`config.mk`:
```
export PLATFORM = sky130hd
export DESIGN_NAME = miss_sequencer
export DESIGN_NICKNAME = d
export VERILOG_FILES = /design/src/rtl/miss_sequencer.sv
export SDC_FILE = /design/constraint.sdc
export NUM_CORES = 1
export LEC_CHECK = 0
export ABC_AREA = 1
export BUFFER_PORTS_ARGS = -buffer_cell sky130_fd_sc_hd__buf_2
export CAP_MARGIN = 10
export CORE_AREA = 2 2 468 470
export DETAILED_ROUTE_END_ITERATION = 8
export DIE_AREA = 0 0 470 472
export PLACE_DENSITY = 0.38
export SLEW_MARGIN = 20
export SYNTH_ARGS = -nofsm -noshare
export SYNTH_HDL_FRONTEND = slang
export SYNTH_SLANG_ARGS = --single-unit
```
`constraint.sdc`:
```
create_clock -name clk -period 4.5 [get_ports clk]
set_clock_uncertainty 0.05 [all_clocks]
set_input_delay 0 -clock clk [delete_from_list [all_inputs] [get_ports clk]]
set_output_delay 0 -clock clk [all_outputs]
set_load 0.01 [all_outputs]
```
`src/rtl/miss_sequencer.sv`:
```
// Line-miss sequencer: optional dirty-victim write-back, block fetch, then a one-cycle fill.
// Build option MISS_TIMEOUT_EN adds a COUNTER_WIDTH ack timeout that aborts the miss and pulses missError.
module miss_sequencer #(
  parameter int NUM_WAYS      = 4,
  parameter int BLOCK_SIZE    = 32,
  parameter int ADDRESS_WIDTH = 32,
  parameter int COUNTER_WIDTH = 8
) (
  input  logic                         clk,
  input  logic                         rst_n,
  input  logic                         missValid,
  output logic                         missReady,
  input  logic [ADDRESS_WIDTH-1:0]     missAddress,
  input  logic [$clog2(NUM_WAYS)-1:0]  victimWay,
  input  logic                         victimDirty,
  input  logic [ADDRESS_WIDTH-1:0]     victimAddress,
  input  logic [8*BLOCK_SIZE-1:0]      victimData,
  output logic                         writeBackReq,
  output logic [ADDRESS_WIDTH-1:0]     writeBackAddress,
  output logic [8*BLOCK_SIZE-1:0]      writeBackData,
  input  logic                         writeBackAck,
  output logic                         fetchReq,
  output logic [ADDRESS_WIDTH-1:0]     fetchAddress,
  input  logic                         fetchAck,
  input  logic [8*BLOCK_SIZE-1:0]      fetchedData,
  output logic                         fillValid,
  output logic [$clog2(NUM_WAYS)-1:0]  fillWay,
  output logic [ADDRESS_WIDTH-1:0]     fillAddress,
  output logic [8*BLOCK_SIZE-1:0]      fillData,
  output logic                         missError,
  output logic [1:0]                   stateDebug
);

  localparam int WAY_BITS = $clog2(NUM_WAYS);
  localparam logic [ADDRESS_WIDTH-1:0] OFFSET_MASK = ADDRESS_WIDTH'(BLOCK_SIZE - 1);

  typedef enum logic [1:0] {
    IDLE      = 2'd0,
    WRITEBACK = 2'd1,
    FETCH     = 2'd2,
    FILL      = 2'd3
  } seqState_e;

  seqState_e           state;
  logic [WAY_BITS-1:0] pendingWay;

  // Handshake: a miss is accepted on a rising edge where missValid && missReady;
  // each memory request stays high until its ack is seen on a rising edge while the
  // request is high in the matching state. Acks at any other time are ignored.
  assign missReady  = (state == IDLE);
  assign stateDebug = state;

`ifdef MISS_TIMEOUT_EN
  // Abort on the edge where the counter would reach all-ones.
  localparam logic [COUNTER_WIDTH-1:0] LAST_WAIT = ~COUNTER_WIDTH'(1);
  logic [COUNTER_WIDTH-1:0] waitCount;
`else
  assign missError = 1'b0;
`endif

  always_ff @(posedge clk or negedge rst_n) begin
    if (!rst_n) begin
      state            <= IDLE;
      pendingWay       <= '0;
      writeBackReq     <= 1'b0;
      writeBackAddress <= '0;
      writeBackData    <= '0;
      fetchReq         <= 1'b0;
      fetchAddress     <= '0;
      fillValid        <= 1'b0;
      fillWay          <= '0;
      fillAddress      <= '0;
      fillData         <= '0;
`ifdef MISS_TIMEOUT_EN
      waitCount        <= '0;
      missError        <= 1'b0;
`endif
    end else begin
      fillValid <= 1'b0;
`ifdef MISS_TIMEOUT_EN
      missError <= 1'b0;
`endif
      case (state)
        IDLE: begin
          if (missValid) begin
            fetchAddress     <= missAddress & ~OFFSET_MASK;
            writeBackAddress <= victimAddress & ~OFFSET_MASK;
            writeBackData    <= victimData;
            pendingWay       <= victimWay;
`ifdef MISS_TIMEOUT_EN
            waitCount        <= '0;
`endif
            if (victimDirty) begin
              writeBackReq <= 1'b1;
              state        <= WRITEBACK;
            end else begin
              fetchReq <= 1'b1;
              state    <= FETCH;
            end
          end
        end
        WRITEBACK: begin
          if (writeBackReq && writeBackAck) begin
            writeBackReq <= 1'b0;
            fetchReq     <= 1'b1;
            state        <= FETCH;
`ifdef MISS_TIMEOUT_EN
            waitCount    <= '0;
          end else if (waitCount == LAST_WAIT) begin
            writeBackReq <= 1'b0;
            missError    <= 1'b1;
            state        <= IDLE;
          end else begin
            waitCount <= waitCount + 1'b1;
`endif
          end
        end
        FETCH: begin
          if (fetchReq && fetchAck) begin
            fetchReq    <= 1'b0;
            fillData    <= fetchedData;
            fillWay     <= pendingWay;
            fillAddress <= fetchAddress;
            fillValid   <= 1'b1;
            state       <= FILL;
`ifdef MISS_TIMEOUT_EN
          end else if (waitCount == LAST_WAIT) begin
            fetchReq  <= 1'b0;
            missError <= 1'b1;
            state     <= IDLE;
          end else begin
            waitCount <= waitCount + 1'b1;
`endif
          end
        end
        FILL: state <= IDLE;
        default: state <= IDLE;
      endcase
    end
  end

endmodule

```
==> flow_summary.rst, run 1 <==
.. list-table::
   :header-rows: 1

   * - Metric
     - Value
   * - Status
     - finished, final reports clean
   * - Vias
     - 23,120
   * - Antenna violations before repair
     - 52
   * - Syn-to-layout area delta
     - 99.84%
   * - Detailed router's first-iteration violation count
     - around 900
   * - Final worst-path cycle share
     - 0.7250
   * - Num Clock Sinks
     - 602
   * - Max transition margin
     - 0.1121
   * - Number of setup buffers added after CTS
     - 0
   * - Launch point of the worst path
     - stateDebug[0]
   * - Count of instances resized after the clock tree is built
     - 0
   * - Largest area contributor in the netlist
     - sky130_fd_sc_hd__dfrtp_1
   * - Vertical die dimension
     - 472 um
   * - Routed Antenna Nets
     - 0
   * - H-tree level count
     - 3
   * - Post-DR vias/cell
     - 3.232
   * - Highest net fanout along the worst path
     - 6
   * - Portion of the post-synthesis area used by sequential elements
     - 0.6622
   * - Leakage
     - 24.24 nW
   * - RSZ-0062 raised after global routing
     - false
   * - Period minus WS final
     - 3262 ps
   * - Total DRC errors in the routed layout
     - 0
   * - Flip-flop and latch count after synthesis
     - 602
   * - Number of CTS-inserted buffers
     - 81
   * - Setup_tns
     - 0 ps
   * - Fin. max-slew vios
     - 0
   * - Count of standard-cell rows
     - 171
   * - Cell count after synthesis
     - 1,953
   * - Worst path required time
     - 5110 ps
   * - Reg-to-reg critical path endpoint
     - fetchReq
   * - Post-synth cell types
     - 21
   * - Max Clock Freq
     - a little over 300 MHz
   * - Starting utilization of the core area
     - 0.1051
   * - CTS root buf
     - sky130_fd_sc_hd__clkbuf_16
   * - Clk_lat worst skew
     - 730 ps
   * - Synthesized cell area
     - 0.02275 mm2
   * - Ordered list of cells on the worst path
     - inv_1, ha_1, nand2_1, nand2_1, dlygate4sd3_1, nor2_1, nand3_1, dlygate4sd3_1, nand2_1, dlygate4sd3_1
   * - Placeable Area
     - 0.2165 mm2
   * - Number of global-route vias before repair
     - between 20,000 and 30,000
   * - Pre-CTS worst setup slack
     - roughly 1700 ps
   * - Arrival time of data at the critical path endpoint
     - 3870 ps
   * - Type of the worst min-delay path
     - input port to flop
   * - IR drop worst, VDD
     - ~250 uV
   * - Critical path launch point type
     - flop
   * - Total power density per cell area
     - 293.0 mW/mm2
   * - Pin count of the biggest net entering global routing
     - 200
   * - Mean instance size in the synthesized netlist
     - 11.65 um2
   * - Overall die width
     - around 470 um
   * - Worst path setup slack after routing
     - 1238 ps
   * - Wire length after detailed routing
     - 140,400 um
   * - Final #Nets
     - 4,798
   * - Worst setup path end
     - fetchReq
   * - Slowest stage cell, crit path
     - sky130_fd_sc_hd__dlygate4sd3_1
   * - First-pass GRT wire length
     - approximately 190,000 um
   * - Last weighted congestion value of the routability-driven placer
     - between 0.9 and 1
   * - Register-to-register path setup slack
     - ~1200 ps
   * - TritonCTS clock tree
     - built
   * - Clk slew on worst S/H paths
     - roughly 60 ps
   * - Slew at the pin closest to its max-slew limit
     - 1332 ps
   * - Final hold vios
     - 0
   * - # IOs
     - between 1,000 and 1,500
   * - Overflow after GRT
     - 0
   * - # port buffers
     - 1,174
   * - Post-detailed-placement half-perimeter wirelength
     - 108,800 um
   * - Number of cells on the worst reg-to-reg path
     - 10
   * - Yosys warning count
     - 0
   * - Maximum clock insertion buffer count
     - 3
   * - Global router's overall resource usage
     - 0.1237
   * - Max Cap Violations
     - 0
   * - Ratio of cells with drive above 1 in the final layout
     - 0.3786
   * - Post-CTS Hold Fix Bufs
     - approximately 1,100
   * - Endpoints failing setup
     - 0
   * - Top area cells in the synthesized netlist
     - sky130_fd_sc_hd__dfrtp_1 (66%), sky130_fd_sc_hd__mux2_2 (14%), sky130_fd_sc_hd__nand2_1 (14%)
   * - WL per Instance
     - 19.63 um
   * - Full die area
     - 0.2218 mm2
   * - First-pass DRT Iterations
     - 4
   * - Worst setup path category
     - flop to flop
   * - Delay of the slowest critical-path stage
     - 600 ps
   * - Critical register-to-register path startpoint
     - stateDebug[0]
   * - Proportion of netlist area held by the largest area contributor
     - 0.6622
   * - Capturing element type of the critical path
     - flop
-- worst min-delay path by stage --
stage               startpoint                 end  slack, ps  cells after the start
6_report        victimData[97]   writeBackData[97]         70                      3
5_1_grt        victimData[192]  writeBackData[192]         30                      3
4_1_cts        victimData[222]  writeBackData[222]        0.7                      3
3_5_place_dp             rst_n  writeBackData[246]         90                      1
3_3_place_gp             rst_n    writeBackData[6]         90                      1
2_1_floorplan            rst_n    fetchAddress[10]       -350                      0
-- final cells by class --
type	count	area (um2)
diodes	27	67.56
clock buffers	116	2318
clock inverters	29	421.7
fillers	23870	171100
inverters	34	135.1
multi-input cells	1217	6870
flip-flops and latches	602	15060
well taps	2854	3571
repair buffers	2273	17010
-- where the power goes --
part | internal, mW | switching, mW
clock network | 3.91 | 2.80
registers | 5.42 | 0
logic | 0.781 | 0.407
-- stage by stage --
stage / cells / hold WS [ps] / total power [mW] / utilization / area, um2
after floorplan: 1968 / -345.6 / 5.533 / - / 22810
after global placement: 5907 / 90.42 / 5.958 / 0.1473 / 31900
after detailed placement: 5907 / 93.04 / 5.960 / 0.1473 / 31900
after CTS: 7125 / 0.6728 / 13.64 / 0.2097 / 45390
after global routing: 7145 / 27.96 / 13.91 / 0.2099 / 45440
final: 7152 / 72.65 / 13.32 / 0.2100 / 45460
-- cell usage in the layout (no fill, tap or decap), types with 3 or more instances in the layout --
cell type                       Yosys  routed
sky130_fd_sc_hd__a21oi_1           27      27
sky130_fd_sc_hd__buf_12             0      14
sky130_fd_sc_hd__buf_2             38    1173
sky130_fd_sc_hd__buf_4             16      12
sky130_fd_sc_hd__bufinv_16          0       5
sky130_fd_sc_hd__clkbuf_1          28      19
sky130_fd_sc_hd__clkbuf_16          0      81
sky130_fd_sc_hd__clkbuf_8           0      16
sky130_fd_sc_hd__clkinv_16          0       3
sky130_fd_sc_hd__clkinv_2           0       9
sky130_fd_sc_hd__clkinvlp_4         0       5
sky130_fd_sc_hd__conb_1             1      16
sky130_fd_sc_hd__dfrtp_1          602     602
sky130_fd_sc_hd__diode_2            0      27
sky130_fd_sc_hd__dlygate4sd3_1      0    1072
sky130_fd_sc_hd__ha_1               5       5
sky130_fd_sc_hd__inv_1             33      33
sky130_fd_sc_hd__mux2_2           286     286
sky130_fd_sc_hd__nand2_1          819     819
sky130_fd_sc_hd__nor2_1            28      28
sky130_fd_sc_hd__o21ai_0           29      29
-- logic make-up (layout without fill, tap and decap cells) --
kind of cell / Yosys count / count (layout) / share of synthesized area
buffers and inverters: 149 / 2452 / 0.03921
adders and majority gates: 5 / 5 / 0.002750
DFF: 602 / 602 / 0.6622
and+or+nand+nor: 853 / 853 / 0.1415
AOI/OAI and AO/OA: 57 / 57 / 0.01265
muxes: 286 / 286 / 0.1416
other: 1 / 43 / 0.0001648
-- synth_stat cells, drive strengths merged --
library cell  number
a21oi             27
buf               87
or2                1
nand4              1
o21a               1
ha                 5
nor2              28
nand2            820
o21ai             29
clkbuf            28
nand3              3
mux2             286
conb               1
inv               34
dfrtp            602
-- critical path: cells and delay by family (launching register included) --
kind	cells	cell delay, ps
adders and majority gates	1	340
and+or+nand+nor	5	590
DFF	1	410
buffers and inverters	4	1800
-- metal layers --
metal / global-route usage / vias up / wire, um
met5: 0.001298 / - / 185
met1: 0.1375 / 11090 / 54480
met2: 0.1849 / 1016 / 60280
met3: 0.06221 / 246 / 16200
met4: 0.08276 / 28 / 9237
li1: - / 10740 / -
-- state kept, by name (all words and copies together) (netlist names) --
signal            count
fillWay               2
writeBackReq          1
writeBackData       256
fetchReq              1
pendingWay            2
stateDebug            2
fillData            256
writeBackAddress     27
fillValid             1
fillAddress          27
fetchAddress         27
No activity file was read; power rests on OpenSTA's default activity.
==> inputs of run 2 (changes only) <==
Settings changed: PLACE_DENSITY 0.38 to 0.39.
Clock period 4.5 ns to 2.75 ns, I/O delays scaled along.
==> run 2 against run 1 <==
Effect of this change:
- sequential share of layout area down 1.3 points
- fmax is 23% higher
- non-clock buffer count grew 186
- utilization is 0.86 points higher
- final area increased by 4.1%
- combinational power increased by 67%
- die area is the same
- wire length rose by 4.7%
- global-route usage rose by 0.53 points
- critical path type unchanged
- critical endpoint is now fillData[114]
- largest cell class unchanged
==> flow_summary.rst, run 2 (synthesis gave the netlist of run 1 again) <==
.. list-table::
   :header-rows: 1

   * - Metric
     - Value
   * - Period minus WS final
     - 2651 ps (-611.2 ps)
   * - Count of cells along the worst hold path
     - 3 (unchanged)
   * - Layout Utilization
     - 0.2186 (+0.008587)
   * - Leakage
     - 24.99 nW (+3.1%)
   * - IR drop worst, VDD
     - 429.8 uV (+71%)
   * - Status
     - finished, final reports clean
   * - Commonest cells after routing, fill and taps aside
     - sky130_fd_sc_hd__dlygate4sd3_1 (1,211), sky130_fd_sc_hd__buf_2 (1,173), sky130_fd_sc_hd__nand2_1 (819)
   * - Final hold vios
     - 0 (unchanged)
   * - Worst setup path category
     - flop to flop
   * - CTS root buf
     - sky130_fd_sc_hd__clkbuf_16
   * - Tot Pwr
     - 21.87 mW (+64%)
   * - Worst path required time
     - 3380 ps (-1730 ps)
   * - Clk_lat worst skew
     - 740 ps (about the same)
   * - Endpoints failing setup
     - 0 (unchanged)
   * - Routed Antenna Nets
     - 0 (unchanged)
   * - Clk slew on worst S/H paths
     - 60 ps (about the same)
   * - Placeable Area
     - 0.2165 mm2 (unchanged)
   * - Num Clock Sinks
     - 602 (unchanged)
   * - Post-DR vias/cell
     - 3.280 (+1.5%)
   * - Most frequent standard cell in the layout excluding fill and tap cells
     - sky130_fd_sc_hd__dlygate4sd3_1
   * - First-pass GRT wire length
     - 201,400 um (+3.9%)
   * - Hold Crit Endpoint
     - writeBackData[71]
   * - WL per Instance
     - 20.02 um (+2.0%)
   * - TritonCTS clock tree
     - built
   * - Last weighted congestion value of the routability-driven placer
     - 0.8781 (-2.5%)
   * - Setup_tns
     - 0 ps (unchanged)
   * - Worst hold margin
     - 76.36 ps (+3.714 ps)
   * - Wire length after detailed routing
     - 146,900 um (+4.7%)
   * - Delay of the slowest critical-path stage
     - 590 ps (about the same)
   * - Type of the worst min-delay path
     - input port to flop
   * - # port buffers
     - 1,174 (unchanged)
   * - Number of buffers and inverters on the critical path
     - 5 (+1)
   * - Highest net fanout along the worst path
     - 19 (+13)
   * - Ratio of cells with drive above 1 in the final layout
     - 0.3755 (-0.003095)
   * - Slowest stage cell, crit path
     - sky130_fd_sc_hd__dlygate4sd3_1
   * - Vertical die dimension
     - 472 um (unchanged)
   * - Leading registers by flop count
     - fillData x256, writeBackData x256
   * - Max Clock Freq
     - 377.2 MHz (+23%)
   * - Launch point of the worst path
     - stateDebug[0]
   * - H-tree level count
     - 3 (unchanged)
   * - Vias
     - 24,080 (+4.1%)
   * - Fin. max-slew vios
     - 0 (unchanged)
   * - Number of global-route vias before repair
     - 25,880 (+2.0%)
   * - First-pass DRT Iterations
     - 5 (+1)
   * - Total DRC errors in the routed layout
     - 0 (unchanged)
   * - Starting utilization of the core area
     - 0.1051 (unchanged)
   * - Overall die width
     - 470 um (unchanged)
   * - Full die area
     - 0.2218 mm2 (unchanged)
   * - Slew at the pin closest to its max-slew limit
     - 918.9 ps (-413.0 ps)
   * - Detailed router's first-iteration violation count
     - 1,109 (+21%)
   * - Syn-to-layout area delta
     - 108.0%
   * - Final worst-path cycle share
     - 0.9640 (+0.2391)
   * - Final #Nets
     - 4,982 (+3.8%)
   * - Overflow after GRT
     - 0 (unchanged)
   * - Max Cap Violations
     - 0 (unchanged)
   * - RSZ-0062 raised after global routing
     - false
   * - Critical path's top delay family
     - buffers and inverters
   * - Arrival time of data at the critical path endpoint
     - 3280 ps (-590 ps)
   * - Antenna violations before repair
     - 68 (+31%)
   * - Total power density per cell area
     - 462.1 mW/mm2 (+58%)
   * - Min-Delay Startpoint
     - victimData[71]
   * - Count of standard-cell rows
     - 171 (unchanged)
   * - Maximum clock insertion buffer count
     - 3 (unchanged)
   * - Ordered list of cells on the worst path
     - inv_1, ha_2, nand3_4, inv_8, buf_16, nand2_1, dlygate4sd3_1, nand2_1, dlygate4sd3_1
   * - Critical register-to-register path startpoint
     - stateDebug[0]
   * - Critical path launch point type
     - flop
   * - Number of cells on the worst reg-to-reg path
     - 9 (-1)
   * - Max transition margin
     - 0.3874 (+0.2753)
   * - Reg-to-reg critical path endpoint
     - fillData[114]
   * - Capturing element type of the critical path
     - flop
   * - Register-to-register path setup slack
     - 100 ps (-1140 ps)
   * - Number of CTS-inserted buffers
     - 79 (-2.5%)
   * - Pin count of the biggest net entering global routing
     - 172 (-14%)
   * - # IOs
     - 1,201 (unchanged)
   * - Global router's overall resource usage
     - 0.1290 (+0.005274)
   * - Post-detailed-placement half-perimeter wirelength
     - 114,700 um (+5.4%)
==> run 2: cell count changes in the layout (fill, tap and decap cells not counted), moves of 2 or more <==
cell / delta
sky130_fd_sc_hd__buf_4: +40
sky130_fd_sc_hd__buf_12: +5
sky130_fd_sc_hd__ha_2: +2
sky130_fd_sc_hd__clkinv_2: +7
sky130_fd_sc_hd__dlygate4sd3_1: +139
sky130_fd_sc_hd__inv_6: +2
sky130_fd_sc_hd__clkbuf_8: +2
sky130_fd_sc_hd__clkinv_4: -2
sky130_fd_sc_hd__clkbuf_1: -7
sky130_fd_sc_hd__ha_1: -2
==> run 2: worst max path at each step <==
stage / to / cells after the start
4_1_cts: fillData[114] / 9
5_1_grt: fillData[114] / 9
6_report: fillData[114] / 9
2_1_floorplan: pendingWay[0] / 6
3_3_place_gp: fillAddress[22] / 6
3_5_place_dp: fillAddress[10] / 6
==> run 2: per-layer routing <==
metal | share of wire | vias to the layer above | global-route usage
li1 | - | 11120 | -
met1 | 0.38 | 11570 | 0.1422
met2 | 0.45 | 1137 | 0.2057
met3 | 0.13 | 233 | 0.07048
met4 | 0.039 | 16 | 0.05219
met5 | 0.00076 | - | 0
==> run 2: cell type report <==
type,count,area (um2)
diodes,28,70.07
clock buffers,109,2270
clock inverters,37,478.0
fillers,23500,169200
inverters,34,135.1
multi-input cells,1217,6875
flip-flops and latches,602,15060
well taps,2854,3571
repair buffers,2459,18860
==> run 2: timing repair <==
action                                  4_1_cts  5_1_grt
gates resized for setup                       0        3
endpoints found under the setup margin        0        6
hold endpoints to repair                   1144        0
buffers inserted                              0        0
hold buffers                               1212        0
==> run 2: report_power, final <==
part	switching (mW)	internal, mW
clock	4.68	6.34
sequential	0	8.86
combinational	0.684	1.31
total	5.36	16.5
==> run 2: through the flow <==
| step | setup WS, ps | instances | area, um2 |
|---|---|---|---|
| detailed placement | 437.2 | 5953 | 32320 |
| floorplan | 985.7 | 1968 | 22810 |
| global route | 35.64 | 7325 | 47280 |
| finish | 98.88 | 7340 | 47320 |
| global placement | 544.6 | 5953 | 32320 |
| CTS | 33.46 | 7311 | 47210 |
==> run 2: worst reg2reg max path, delay by kind of cell, from the launching register on <==
kind                     cells  cell delay [ps]
adder cells (fa/ha/maj)      1              230
buffers and inverters        5             1590
flip-flops                   1              440
AND/OR/NAND/NOR              3              290
